==> config.mk <==
export PLATFORM = sky130hd
export DESIGN_NAME = graphics_window_display
export DESIGN_NICKNAME = d
export VERILOG_FILES = /design/src/rtl/graphics_window_display.sv
export SDC_FILE = /design/constraint.sdc
export NUM_CORES = 1
export LEC_CHECK = 0
export CAP_MARGIN = 20
export CORE_UTILIZATION = 54
export CTS_CLUSTER_SIZE = 12
export DETAILED_ROUTE_END_ITERATION = 10
export PLACE_DENSITY = 0.86
export RECOVER_POWER = 25
export SYNTH_ARGS = -nofsm -noshare
export SYNTH_HDL_FRONTEND = slang
export SYNTH_SLANG_ARGS = --single-unit
==> constraint.sdc <==
create_clock -name clk -period 8.9 [get_ports clk]
set_input_delay 1.78 -clock clk [delete_from_list [all_inputs] [get_ports clk]]
set_output_delay 1.78 -clock clk [all_outputs]
set_load 0.01 [all_outputs]
==> src/rtl/graphics_window_display.sv <==
// graphics_window_display: draws a double-buffered video-RAM image at a
// runtime position and power-of-two scale, with optional border and a fixed
// background colour. Placed between the VGA timing generator and the pins.
module graphics_window_display #(
  parameter int unsigned          VGA_WIDTH    = 640,
  parameter int unsigned          VGA_HEIGHT   = 480,
  parameter int unsigned          COLOR_LEN    = 12,
  parameter int unsigned          IMG_W        = 128,
  parameter int unsigned          IMG_H        = 128,
  parameter int unsigned          RAM_LATENCY  = 2,
  parameter logic [COLOR_LEN-1:0] BG_COLOR     = 12'hfff,
  parameter int unsigned          BORDER_W     = 2,
  parameter logic [COLOR_LEN-1:0] BORDER_COLOR = 12'hf00
) (
  input  logic                                      clk,
  input  logic                                      rst,
  input  logic                                      blank,
  input  logic [$clog2(VGA_WIDTH)-1:0]              vga_x,
  input  logic [$clog2(VGA_HEIGHT)-1:0]             vga_y,
  input  logic                                      vga_hsync_in,
  input  logic                                      vga_vsync_in,
  input  logic signed [$clog2(VGA_WIDTH):0]         cfg_x0,
  input  logic signed [$clog2(VGA_HEIGHT):0]        cfg_y0,
  input  logic [1:0]                                cfg_scale,
  input  logic                                      cfg_border_en,
  input  logic                                      swap_req,
  output logic                                      swap_ack,
  output logic                                      front_buf,
  output logic                                      ram_rden,
  output logic [$clog2(IMG_H)+$clog2(IMG_W):0]      ram_raddr,
  input  logic [COLOR_LEN-1:0]                      ram_rdata,
  output logic [COLOR_LEN-1:0]                      vga_col,
  output logic                                      vga_hsync_out,
  output logic                                      vga_vsync_out
);

  localparam int unsigned XW  = $clog2(VGA_WIDTH);
  localparam int unsigned YW  = $clog2(VGA_HEIGHT);
  localparam int unsigned IXW = $clog2(IMG_W);
  localparam int unsigned IYW = $clog2(IMG_H);
  localparam int unsigned AW  = 1 + IXW + IYW;
  localparam int unsigned L   = RAM_LATENCY + 1;
  localparam int          BW  = int'(BORDER_W);

  // Active (frame-shadowed) configuration
  logic signed [XW:0] r_x0;
  logic signed [YW:0] r_y0;
  logic [1:0]         r_scale;
  logic               r_border_en;

  // Frame / buffer control
  logic r_vs_prev;
  logic r_swap_pending;
  logic r_front_buf;
  logic r_swap_ack;
  logic w_fs;

  // Stage-1 RAM request
  logic          r_rden;
  logic [AW-1:0] r_raddr;

  // Delay lines; bit 0 is the stage-1 register, bit L-1 aligns with ram_rdata.
  // Visibility is carried as !blank so a cleared line reads as blanked.
  logic [L-1:0] r_vis_sr;
  logic [L-1:0] r_in_sr;
  logic [L-1:0] r_bd_sr;
  logic [L-1:0] r_hs_sr;
  logic [L-1:0] r_vs_sr;

  // Per-pixel geometry (computed wide so off-screen origins never wrap)
  logic signed [31:0] w_rx;
  logic signed [31:0] w_ry;
  logic signed [31:0] w_ext_w;
  logic signed [31:0] w_ext_h;
  logic               w_inside;
  logic               w_border;
  logic [IXW-1:0]     w_img_x;
  logic [IYW-1:0]     w_img_y;

  assign w_fs = ~vga_vsync_in & r_vs_prev;

  assign w_rx    = $signed(32'(vga_x)) - 32'(r_x0);
  assign w_ry    = $signed(32'(vga_y)) - 32'(r_y0);
  assign w_ext_w = $signed(32'(IMG_W) << r_scale);
  assign w_ext_h = $signed(32'(IMG_H) << r_scale);

  assign w_inside = ~blank
                  & (w_rx >= 0) & (w_rx < w_ext_w)
                  & (w_ry >= 0) & (w_ry < w_ext_h);

  assign w_border = r_border_en & ~blank & ~w_inside
                  & (w_rx >= -BW) & (w_rx < w_ext_w + BW)
                  & (w_ry >= -BW) & (w_ry < w_ext_h + BW);

  // Only meaningful when inside, where rx/ry are non-negative
  assign w_img_x = IXW'(w_rx >>> r_scale);
  assign w_img_y = IYW'(w_ry >>> r_scale);

  // Frame start detection, config shadowing and buffer swap handshake
  always_ff @(posedge clk) begin
    if (rst) begin
      r_vs_prev      <= 1'b0;
      r_swap_pending <= 1'b0;
      r_front_buf    <= 1'b0;
      r_swap_ack     <= 1'b0;
      r_x0           <= '0;
      r_y0           <= '0;
      r_scale        <= '0;
      r_border_en    <= 1'b0;
    end else begin
      r_vs_prev  <= vga_vsync_in;
      r_swap_ack <= 1'b0;
      if (w_fs) begin
        r_x0           <= cfg_x0;
        r_y0           <= cfg_y0;
        r_scale        <= cfg_scale;
        r_border_en    <= cfg_border_en;
        r_swap_pending <= 1'b0;
        if (r_swap_pending | swap_req) begin
          r_front_buf <= ~r_front_buf;
          r_swap_ack  <= 1'b1;
        end
      end else if (swap_req) begin
        r_swap_pending <= 1'b1;
      end
    end
  end

  // Stage 1 RAM request plus pixel-class and sync delay lines
  always_ff @(posedge clk) begin
    if (rst) begin
      r_rden   <= 1'b0;
      r_raddr  <= '0;
      r_vis_sr <= '0;
      r_in_sr  <= '0;
      r_bd_sr  <= '0;
      r_hs_sr  <= '0;
      r_vs_sr  <= '0;
    end else begin
      r_rden <= w_inside;
      if (w_inside) begin
        r_raddr <= {r_front_buf, w_img_y, w_img_x};
      end
      r_vis_sr <= {r_vis_sr[L-2:0], ~blank};
      r_in_sr  <= {r_in_sr[L-2:0], w_inside};
      r_bd_sr  <= {r_bd_sr[L-2:0], w_border};
      r_hs_sr  <= {r_hs_sr[L-2:0], vga_hsync_in};
      r_vs_sr  <= {r_vs_sr[L-2:0], vga_vsync_in};
    end
  end

  // Colour select from the flags that line up with returning RAM data
  always_comb begin
    vga_col = '0;
    if (r_vis_sr[L-1]) begin
      if (r_in_sr[L-1]) begin
        vga_col = ram_rdata;
      end else if (r_bd_sr[L-1]) begin
        vga_col = BORDER_COLOR;
      end else begin
        vga_col = BG_COLOR;
      end
    end
  end

  assign swap_ack      = r_swap_ack;
  assign front_buf     = r_front_buf;
  assign ram_rden      = r_rden;
  assign ram_raddr     = r_raddr;
  assign vga_hsync_out = r_hs_sr[L-1];
  assign vga_vsync_out = r_vs_sr[L-1];

endmodule

After elaboration in Yosys (flattened, before gate mapping)
Cells that the tools add are included.
{ "word_totals": {"ff_bits": 59, "in_bits": 61} }
{ "op_classes": {"n_bitwise": 17, "n_mux": 4, "shifts": 3, "n_reduce_logical": 3, "order_cmp": 8, "n_addsub": 3} }
{ "op_table": {"columns": ["cell", "n"], "rows": [
  ["$lt 11x32->1", 2],
  ["$lt 12x32->1", 2],
  ["$add 32x3->32 const B", 1],
  ["$shl 8x2->32 const A", 1],
  ["$mux 12", 2],
  ["$ge 12x1->1 const B", 1],
  ["$ge 12x2->1 const B", 1],
  ["$sshr 12x2->7", 1],
  ["$sub 11x11->12", 1],
  ["$and 1x1->1", 11],
  ["$ge 11x1->1 const B", 1],
  ["$ge 11x2->1 const B", 1],
  ["$sshr 11x2->7", 1],
  ["$sub 10x10->11", 1],
  ["$mux 8", 1],
  ["$not 1->1", 5],
  ["$reduce_or 2->1", 2],
  ["$reduce_and 2->1", 1],
  ["$mux 1", 1],
  ["$or 1x1->1", 1]
]} }

Longest topological paths before layout
Gate-level depths: netlist of run 1.
{ "logic_depth": {"depth_word": 12, "depth_mapped": 19, "ltp_nobuf": 18} }

Least setup slack after synthesis of run 1
No wires, ideal clock.
{ "synth_path": {"kind": "input to register", "from": "input vga_x[0]", "to": "register r_raddr[2] (netlist: ram_raddr[2])", "cell_stages": 17, "setup_time_ns": 0.122, "setup_slack_ns": 3.702, "required_time_ns": 8.778, "n_path_buf": 0, "arrival_ns": 5.076, "cell_sequence": "inv_1 -> ha_1 -> inv_1 -> fa_1 -> a21o_1 -> a221oi_1 -> or3b_2 -> nand2b_1 -> a21oi_1 -> xor2_1 -> ha_1 -> o211ai_1 -> nor3_1 -> a22oi_1 -> nor3b_2 -> nand3_4 -> o311a_1"} }
{ "synth_between": {"elab_chain_len": 6} }
{ "synth_lines": {"columns": ["item", "line", "text"], "rows": [
  ["from (decl)", "18", "input logic [$clog2(VGA_WIDTH)-1:0] vga_x,"],
  ["$sub 11x11->12 *", "82", "assign w_rx = $signed(32'(vga_x)) - 32'(r_x0);"],
  ["parallel branches: the longest is 5 deep, another holds $lt 12x32->1", null, null],
  ["to (signal assigned)", "142", "r_raddr <= {r_front_buf, w_img_y, w_img_x};"],
  ["to (decl)", "60", "logic [AW-1:0] r_raddr;"]
]} }
Every way passes the cells marked *.
A chain may end at the register's enable or synchronous reset.

Worst setup path after layout of run 1
Same ends and word-level chain as after synthesis.

==> impl_results.md, run 1 <==
- Worst setup EP type: flip-flop
- PnR Total Power: around 800 µW
- YS warnings: 0
- Initial Utilization: between 50% and 60%
- Crit Path Category: input port to flip-flop
- Final Cell Area: approximately 5000 µm²
- CTS tree: built
- H-tree depth: 3
- Hold EP: r_vis_sr[2]$_SDFF_PP0_
- Clock transition at the registers of the reported paths: around 0.070 ns
- Final setup viols: 0
- Sequential area share after synthesis: 30.4%
- Highest Clock Rate: around 0.17 GHz
- Final ANT Viol Nets: 0
- Reg2Reg Depth: 16
- Max VDD drop: 0.0778 mV
- Critical Path Fanout Max: 9
- Worst path cell trace: clkdlybuf4s50_1 -> inv_1 -> ha_1 -> inv_1 -> fa_1 -> a21o_1 -> a221oi_1 -> or3b_2 -> nand2b_1 -> a21oi_1 -> xor2_1 -> ha_1 -> o211ai_1 -> nor3_1 -> a22oi_1 -> nor3b_2 -> nand3_4 -> o311a_1
- Most frequent cells in the layout: clkdlybuf4s50_1, dfxtp_1, nand2_1
- Final hold slack: ~0.44 ns
- Clock tree buffer depth: 2
- Routed wire length: 9.70 mm
- First-pass GRT wire length: around 16 mm
- Vias per cell: 5.94
- Post-Synthesis Cell Area: about 3800 µm²
- Post-route clock period utilization: between 60 and 70%
- Area delta synth->final: 31.6%
- GP Congestion: between 0.8 and 0.9
- Req. time, crit path: 9.13 ns
- FF/Latch Area: 1140 µm²
- Largest net degree at the start of global routing: 27
- Core footprint: between 6000 and 7000 µm²
- Grt ovf: 0
- Startpoint types: input port
- Setup ws final: 3.16 ns
- Rel. slew slack: 37.0%
- RR Startpoint: r_x0[0]$_SDFFE_PP0P_
- Number of detailed-route iterations in the first pass: 6
- Initial DRC count: roughly 220
- Die X: ~85 µm
- FILL cells: 512
- IO buf count: between 90 and 100
- #FFs+latches synth: 57
- Die area: about 7300 µm²
- TritonCTS Buffers: 9
- Root Driver: clkbuf_8
- Cell count after synthesis: about 440
- Max-cap check violation count: 0
- DR vias: between 3000 and 4000
- Post-synth EDFFs: 0
- Worst R2R End: ram_raddr[2]$_SDFFE_PP0N_
- Cell variety after synth: 71
- R2R setup slack: around 4.7 ns
- Die Y: approximately 85 µm
- Worst skew pair latency: between 0.3 and 0.4 ns
- Post-CTS Hold Fix Bufs: 0
- LEAKAGE: 1.95 nW
- Placed cell area: about 4700 µm²
- Routed len/inst: roughly 16 µm
- Number of nets in the layout: slightly above 600
- Worst EP arrival: about 6.0 ns
- CP max stage delay: 0.59 ns
- Antenna fix cells: 0
- Min-Delay Path Class: flip-flop to flip-flop
- RSZ-0062 raised after global routing: false
- P per Cell Area: 157 nW/µm²
- Commonest non-fill, non-tap cell in the layout: clkdlybuf4s50_1
- Overall Global Routing Usage: between 20 and 30%
- Critical-path top delay cell: nor3b_2
- Total negative slack: 0 ns
- Hold Fails Final Rpt: 0
- Post-route DRC: 0
- CTS sink count: 57
- DP Wirelength: roughly 7.2 mm
- Layout cells sized above 1: under 10%
- Setup Skew: approximately 0.011 ns
- Worst Hold Depth: 1
- Postcts setup bufs: 0
- Rows: 30
- Max-slew violation count: 0
- Fin crit period: 5.74 ns
- Multi-input logic area: approximately 2400 µm²
- Least-Margin Pin Slew: between 0.9 and 1 ns
- Status: finished, final reports clean
- Syn Area/Cell: ~8.6 µm²
- Setup WS pre-CTS: around 2.8 ns
- IO Pins: 93
- Post-Syn Nets: ~530
- Initial antenna violation count: 0
- Post-CTS resize count: 0
- Post-synth ARST share: 0%
- Vias in the first global route: ~3300
- Synth Flop Type: dfxtp_1
- Hold wc startpoint: r_vis_sr[1]$_SDFF_PP0_
[routing by layer]
metal	vias to the layer above	global-route usage [%]	share of wire, %
met5	-	0	0
met4	0	10.0	1.5
met3	17	4.38	6.0
met2	140	45.8	47
met1	1656	37.2	46
li1	1782	-	-
[Yosys cell counts (5+ instances only)]
master    count  area, µm²
a21o_1        7       52.6
ha_1         25        313
xor2_1        8       70.1
o21ai_0       9       45.0
nand4_1       5       31.3
nor2b_1      17        106
a21oi_1      22        110
clkbuf_1     18       67.6
or3_1         6       37.5
a22o_1       24        210
inv_1        31        116
nor2_1       23       86.3
and2_1        5       31.3
a211oi_1      5       37.5
and3_1        6       37.5
nand2_1      34        128
a21boi_0     13       97.6
dfxtp_1      57       1140
nor3_1       12       60.1
a31oi_1       7       43.8
o211ai_1      6       45.0
mux2i_1      10        100
[state kept, by name, indices dropped and copies added, names as in the netlist]
| name | count |
|---|---|
| front_buf | 1 |
| r_bd_sr | 3 |
| r_border_en | 1 |
| r_hs_sr | 3 |
| r_in_sr | 3 |
| r_scale | 2 |
| r_swap_pending | 1 |
| r_vis_sr | 3 |
| r_vs_sr | 3 |
| r_x0 | 11 |
| r_y0 | 10 |
| ram_raddr | 15 |
| swap_ack | 1 |
[worst max-delay path by stage]
stage / startpoint / slack [ns] / cells after the start / end
2_1_floorplan: vga_x[0] / 3.70 / 17 / ram_raddr[2]$_SDFFE_PP0N_
3_3_place_gp: vga_x[0] / 2.97 / 18 / ram_raddr[2]$_SDFFE_PP0N_
3_5_place_dp: vga_x[0] / 2.84 / 18 / ram_raddr[2]$_SDFFE_PP0N_
4_1_cts: vga_x[0] / 3.19 / 18 / ram_raddr[2]$_SDFFE_PP0N_
5_1_grt: vga_x[0] / 2.82 / 18 / ram_raddr[2]$_SDFFE_PP0N_
6_report: vga_x[0] / 3.16 / 18 / ram_raddr[2]$_SDFFE_PP0N_
[worst max-delay path, delay by kind of cell]
family / cells / cell delay (ns)
buffers and inverters: 3 / 0.51
adder cells (fa/ha/maj): 3 / 0.83
AND/OR/NAND/NOR: 5 / 1.15
XOR/XNOR: 1 / 0.18
AO/OA/AOI/OAI: 6 / 1.50
[logic make-up (layout without fill, tap and decap cells)]
| logic type | Yosys count | count (layout) | share of synthesized area (%) |
|---|---|---|---|
| AND/OR/NAND/NOR | 136 | 136 | 19.5 |
| AO/OA/AOI/OAI | 132 | 132 | 26.3 |
| flip-flops | 57 | 57 | 30.4 |
| adder cells (fa/ha/maj) | 27 | 27 | 9.40 |
| buffers and inverters | 58 | 145 | 6.17 |
| XOR/XNOR | 12 | 12 | 2.80 |
| multiplexers | 16 | 16 | 5.37 |
[where the power goes]
| part | internal, mW | switching [mW] | total, mW |
|---|---|---|---|
| registers | 0.264 | 0.00655 | 0.270 |
| logic | 0.0899 | 0.104 | 0.194 |
| clock network | 0.189 | 0.124 | 0.313 |
| total | 0.542 | 0.235 | 0.777 |
[stage by stage]
step / util, % / std cells
6_report: 73.1 / 605
5_1_grt: 73.1 / 605
4_1_cts: 73.1 / 605
3_5_place_dp: 69.4 / 589
2_1_floorplan: - / 438
3_3_place_gp: 69.4 / 589
[final cells by class]
class	count	area share, %
clock inverter	7	2.53
sequential	57	23.1
timing repair buffer	94	19.0
inverter	35	2.66
multi-input combinational	323	48.2
clock buffer	9	2.51
tap	80	2.03
Power figures use the tool's default switching activity.
==> run 2, diff against run 1 <==
--- a/config.mk
+++ b/config.mk
@@ -6,10 +6,10 @@
 export NUM_CORES = 1
 export LEC_CHECK = 0
 export CAP_MARGIN = 20
-export CORE_UTILIZATION = 54
+export CORE_UTILIZATION = 45
 export CTS_CLUSTER_SIZE = 12
 export DETAILED_ROUTE_END_ITERATION = 10
-export PLACE_DENSITY = 0.86
+export PLACE_DENSITY = 0.77
 export RECOVER_POWER = 25
 export SYNTH_ARGS = -nofsm -noshare
 export SYNTH_HDL_FRONTEND = slang
==> constraint.sdc (replaced) <==
create_clock -name clk -period 5.02 [get_ports clk]
set_input_delay 1.004 -clock clk [delete_from_list [all_inputs] [get_ports clk]]
set_output_delay 1.004 -clock clk [all_outputs]
set_load 0.01 [all_outputs]
==> impl_results.md, run 2 (synthesized netlist as in run 1, its figures left out) <==
- Status: finished, final reports clean
- Area delta synth->final: 32.7%
- Most frequent cells in the layout: clkdlybuf4s50_1, dfxtp_1, nand2_1
- Worst skew pair latency: 0.34 ns (about the same)
- Post-route DRC: 0 (unchanged)
- Final Cell Area: 4980 µm² (+0.89%)
- CP max stage delay: 0.55 ns (-0.04 ns)
- Final setup viols: 0 (unchanged)
- Placed cell area: 4770 µm² (+1.7%)
- Grt ovf: 0 (unchanged)
- H-tree depth: 3 (unchanged)
- Die area: 8710 µm² (+20%)
- Initial Utilization: 47.6% (-8.0 points)
- Max VDD drop: 0.154 mV (+98%)
- RSZ-0062 raised after global routing: false
- Least-Margin Pin Slew: 0.683 ns (-0.250 ns)
- Critical Path Fanout Max: 6 (-3)
- DR vias: 3640 (+1.3%)
- Crit Path Category: input port to flip-flop
- Fin crit period: ~4.7 ns
- Antenna fix cells: 0 (unchanged)
- GP Congestion: 0.874 (-0.50%)
- Routed len/inst: 15.1 µm (-6.0%)
- FILL cells: 694 (+36%)
- Worst EP arrival: 4.98 ns (-0.99 ns)
- Initial DRC count: 255 (+14%)
- Max reg flops: 15 (unchanged)
- Vias in the first global route: 3474 (+4.1%)
- Rel. slew slack: 54.5% (+17 points)
- Setup Skew: 0.0119 ns (+0.00118 ns)
- Number of nets in the layout: 615 (+1.2%)
- Largest net degree at the start of global routing: 27 (unchanged)
- IO Pins: 93 (unchanged)
- LEAKAGE: 1.95 nW (about the same)
- Clock tree buffer depth: 2 (unchanged)
- Vias per cell: 5.74 (-3.4%)
- Die X: 93.3 µm (+9.3%)
- Final ANT Viol Nets: 0 (unchanged)
- Core footprint: 7890 µm² (+17%)
- Min-Delay Path Class: flip-flop to flip-flop
- Worst path cell trace: clkdlybuf4s50_1 -> inv_1 -> ha_1 -> inv_1 -> fa_1 -> a21o_1 -> a221oi_1 -> or3b_2 -> nand2b_1 -> a21oi_1 -> xor2_1 -> ha_1 -> o211ai_1 -> or4_1 -> mux2i_2 -> nor3b_4 -> nand3_4 -> buf_4 -> mux2i_1
- P per Cell Area: 249 nW/µm² (+58%)
- Rows: 32 (+6.7%)
- Max-cap check violation count: 0 (unchanged)
- TritonCTS Buffers: 9 (unchanged)
- Postcts setup bufs: 0 (unchanged)
- Startpoint types: input port
- PnR Total Power: 1.24 mW (+59%)
- IO buf count: 92 (unchanged)
- Overall Global Routing Usage: 23.0% (-4.9 points)
- Number of detailed-route iterations in the first pass: 5 (-1)
- DP Wirelength: 7.25 mm (+0.49%)
- Critical-path top delay cell: or4_1
- Routed wire length: 9.55 mm (-1.5%)
- CTS sink count: 57 (unchanged)
- Layout cells sized above 1: 9.02% (+2.0 points)
- Initial antenna violation count: 0 (unchanged)
- Root Driver: clkbuf_8
- First-pass GRT wire length: 16.0 mm (+0.18%)
- Hold Fails Final Rpt: 0 (unchanged)
- Post-route clock period utilization: between 90% and 100%
- Die Y: 93.3 µm (+9.3%)
- Highest Clock Rate: 0.212 GHz
- Req. time, crit path: 5.28 ns (-3.85 ns)
- Max-slew violation count: 0 (unchanged)
- Clock transition at the registers of the reported paths: 0.06 ns (about the same)
- CTS tree: built
- Commonest non-fill, non-tap cell in the layout: clkdlybuf4s50_1
- Worst setup EP type: flip-flop
==> run 2: where the power goes <==
part	switching (mW)	leakage [nW]	internal, mW	total [mW]
clock	0.196	0.0911	0.203	0.399
combinational	0.189	1.40	0.172	0.361
sequential	0.0112	0.463	0.468	0.479
total	0.396	1.95	0.843	1.24
==> run 2: area by class of cell <==
class                           count  area (µm²)  share of cell area (%)
Sequential cell                    57        1140                    22.9
Timing Repair Buffer              101         988                    19.8
Tap cell                          102         128                    2.56
Inverter                           35         131                    2.64
Clock buffer                       11         151                    3.04
Clock inverter                      5        30.0                   0.603
Multi-Input combinational cell    323        2410                    48.4
==> run 2: what timing repair did <==
item | CTS | global route
endpoints found under the setup margin | 0 | 14
gates resized for setup | 0 | 6
hold buffers | 0 | 0
==> run 2: final timing paths <==
check | start | end | slack [ns] | depth (start not counted)
setup reg to reg | r_x0[0]$_SDFFE_PP0P_ | ram_raddr[9]$_SDFFE_PP0N_ | 1.08 | 17
hold reg to reg | r_hs_sr[1]$_SDFF_PP0_ | r_hs_sr[2]$_SDFF_PP0_ | 0.43 | 1
hold / removal | r_hs_sr[1]$_SDFF_PP0_ | r_hs_sr[2]$_SDFF_PP0_ | 0.43 | 1
setup / recovery | vga_x[0] | ram_raddr[9]$_SDFFE_PP0N_ | 0.31 | 19
==> run 2: layer usage <==
| layer | vias to the layer above | wire length [µm] | GRT usage [%] |
|---|---|---|---|
| met5 | - | 0 | 0 |
| met4 | 0 | 118 | 8.08 |
| met3 | 16 | 657 | 3.82 |
| met2 | 143 | 4280 | 37.5 |
| met1 | 1689 | 4490 | 30.5 |
| li1 | 1792 | - | - |
==> run 2: critical path, delay by kind of cell <==
family / cells / cell delay (ns)
AND/OR/NAND/NOR: 5 / 1.01
adder cells (fa/ha/maj): 3 / 0.89
AO/OA/AOI/OAI: 4 / 0.80
buffers and inverters: 4 / 0.70
multiplexers: 2 / 0.46
XOR/XNOR: 1 / 0.09
==> run 2: per-stage QoR <==
stage	hold WS, ns	TNS (ns)	cells	setup slack, ns	util, %
2_1_floorplan	0.414	0	438	0.598	-
3_3_place_gp	0.416	-0.0159	618	-0.0159	60.5
3_5_place_dp	0.425	-0.350	618	-0.107	60.5
4_1_cts	0.440	0	634	0.202	62.8
5_1_grt	0.453	0	634	0.00747	63.2
6_report	0.434	0	634	0.308	63.2
==> run 3, diff against run 2 <==
--- a/config.mk
+++ b/config.mk
@@ -7,6 +7,7 @@
 export LEC_CHECK = 0
 export CAP_MARGIN = 20
 export CORE_UTILIZATION = 45
+export CTS_CLUSTER_DIAMETER = 120
 export CTS_CLUSTER_SIZE = 12
 export DETAILED_ROUTE_END_ITERATION = 10
 export PLACE_DENSITY = 0.77
==> results of run 3 <==
No change in the layout: final DEF, timing and power equal those of run 2.
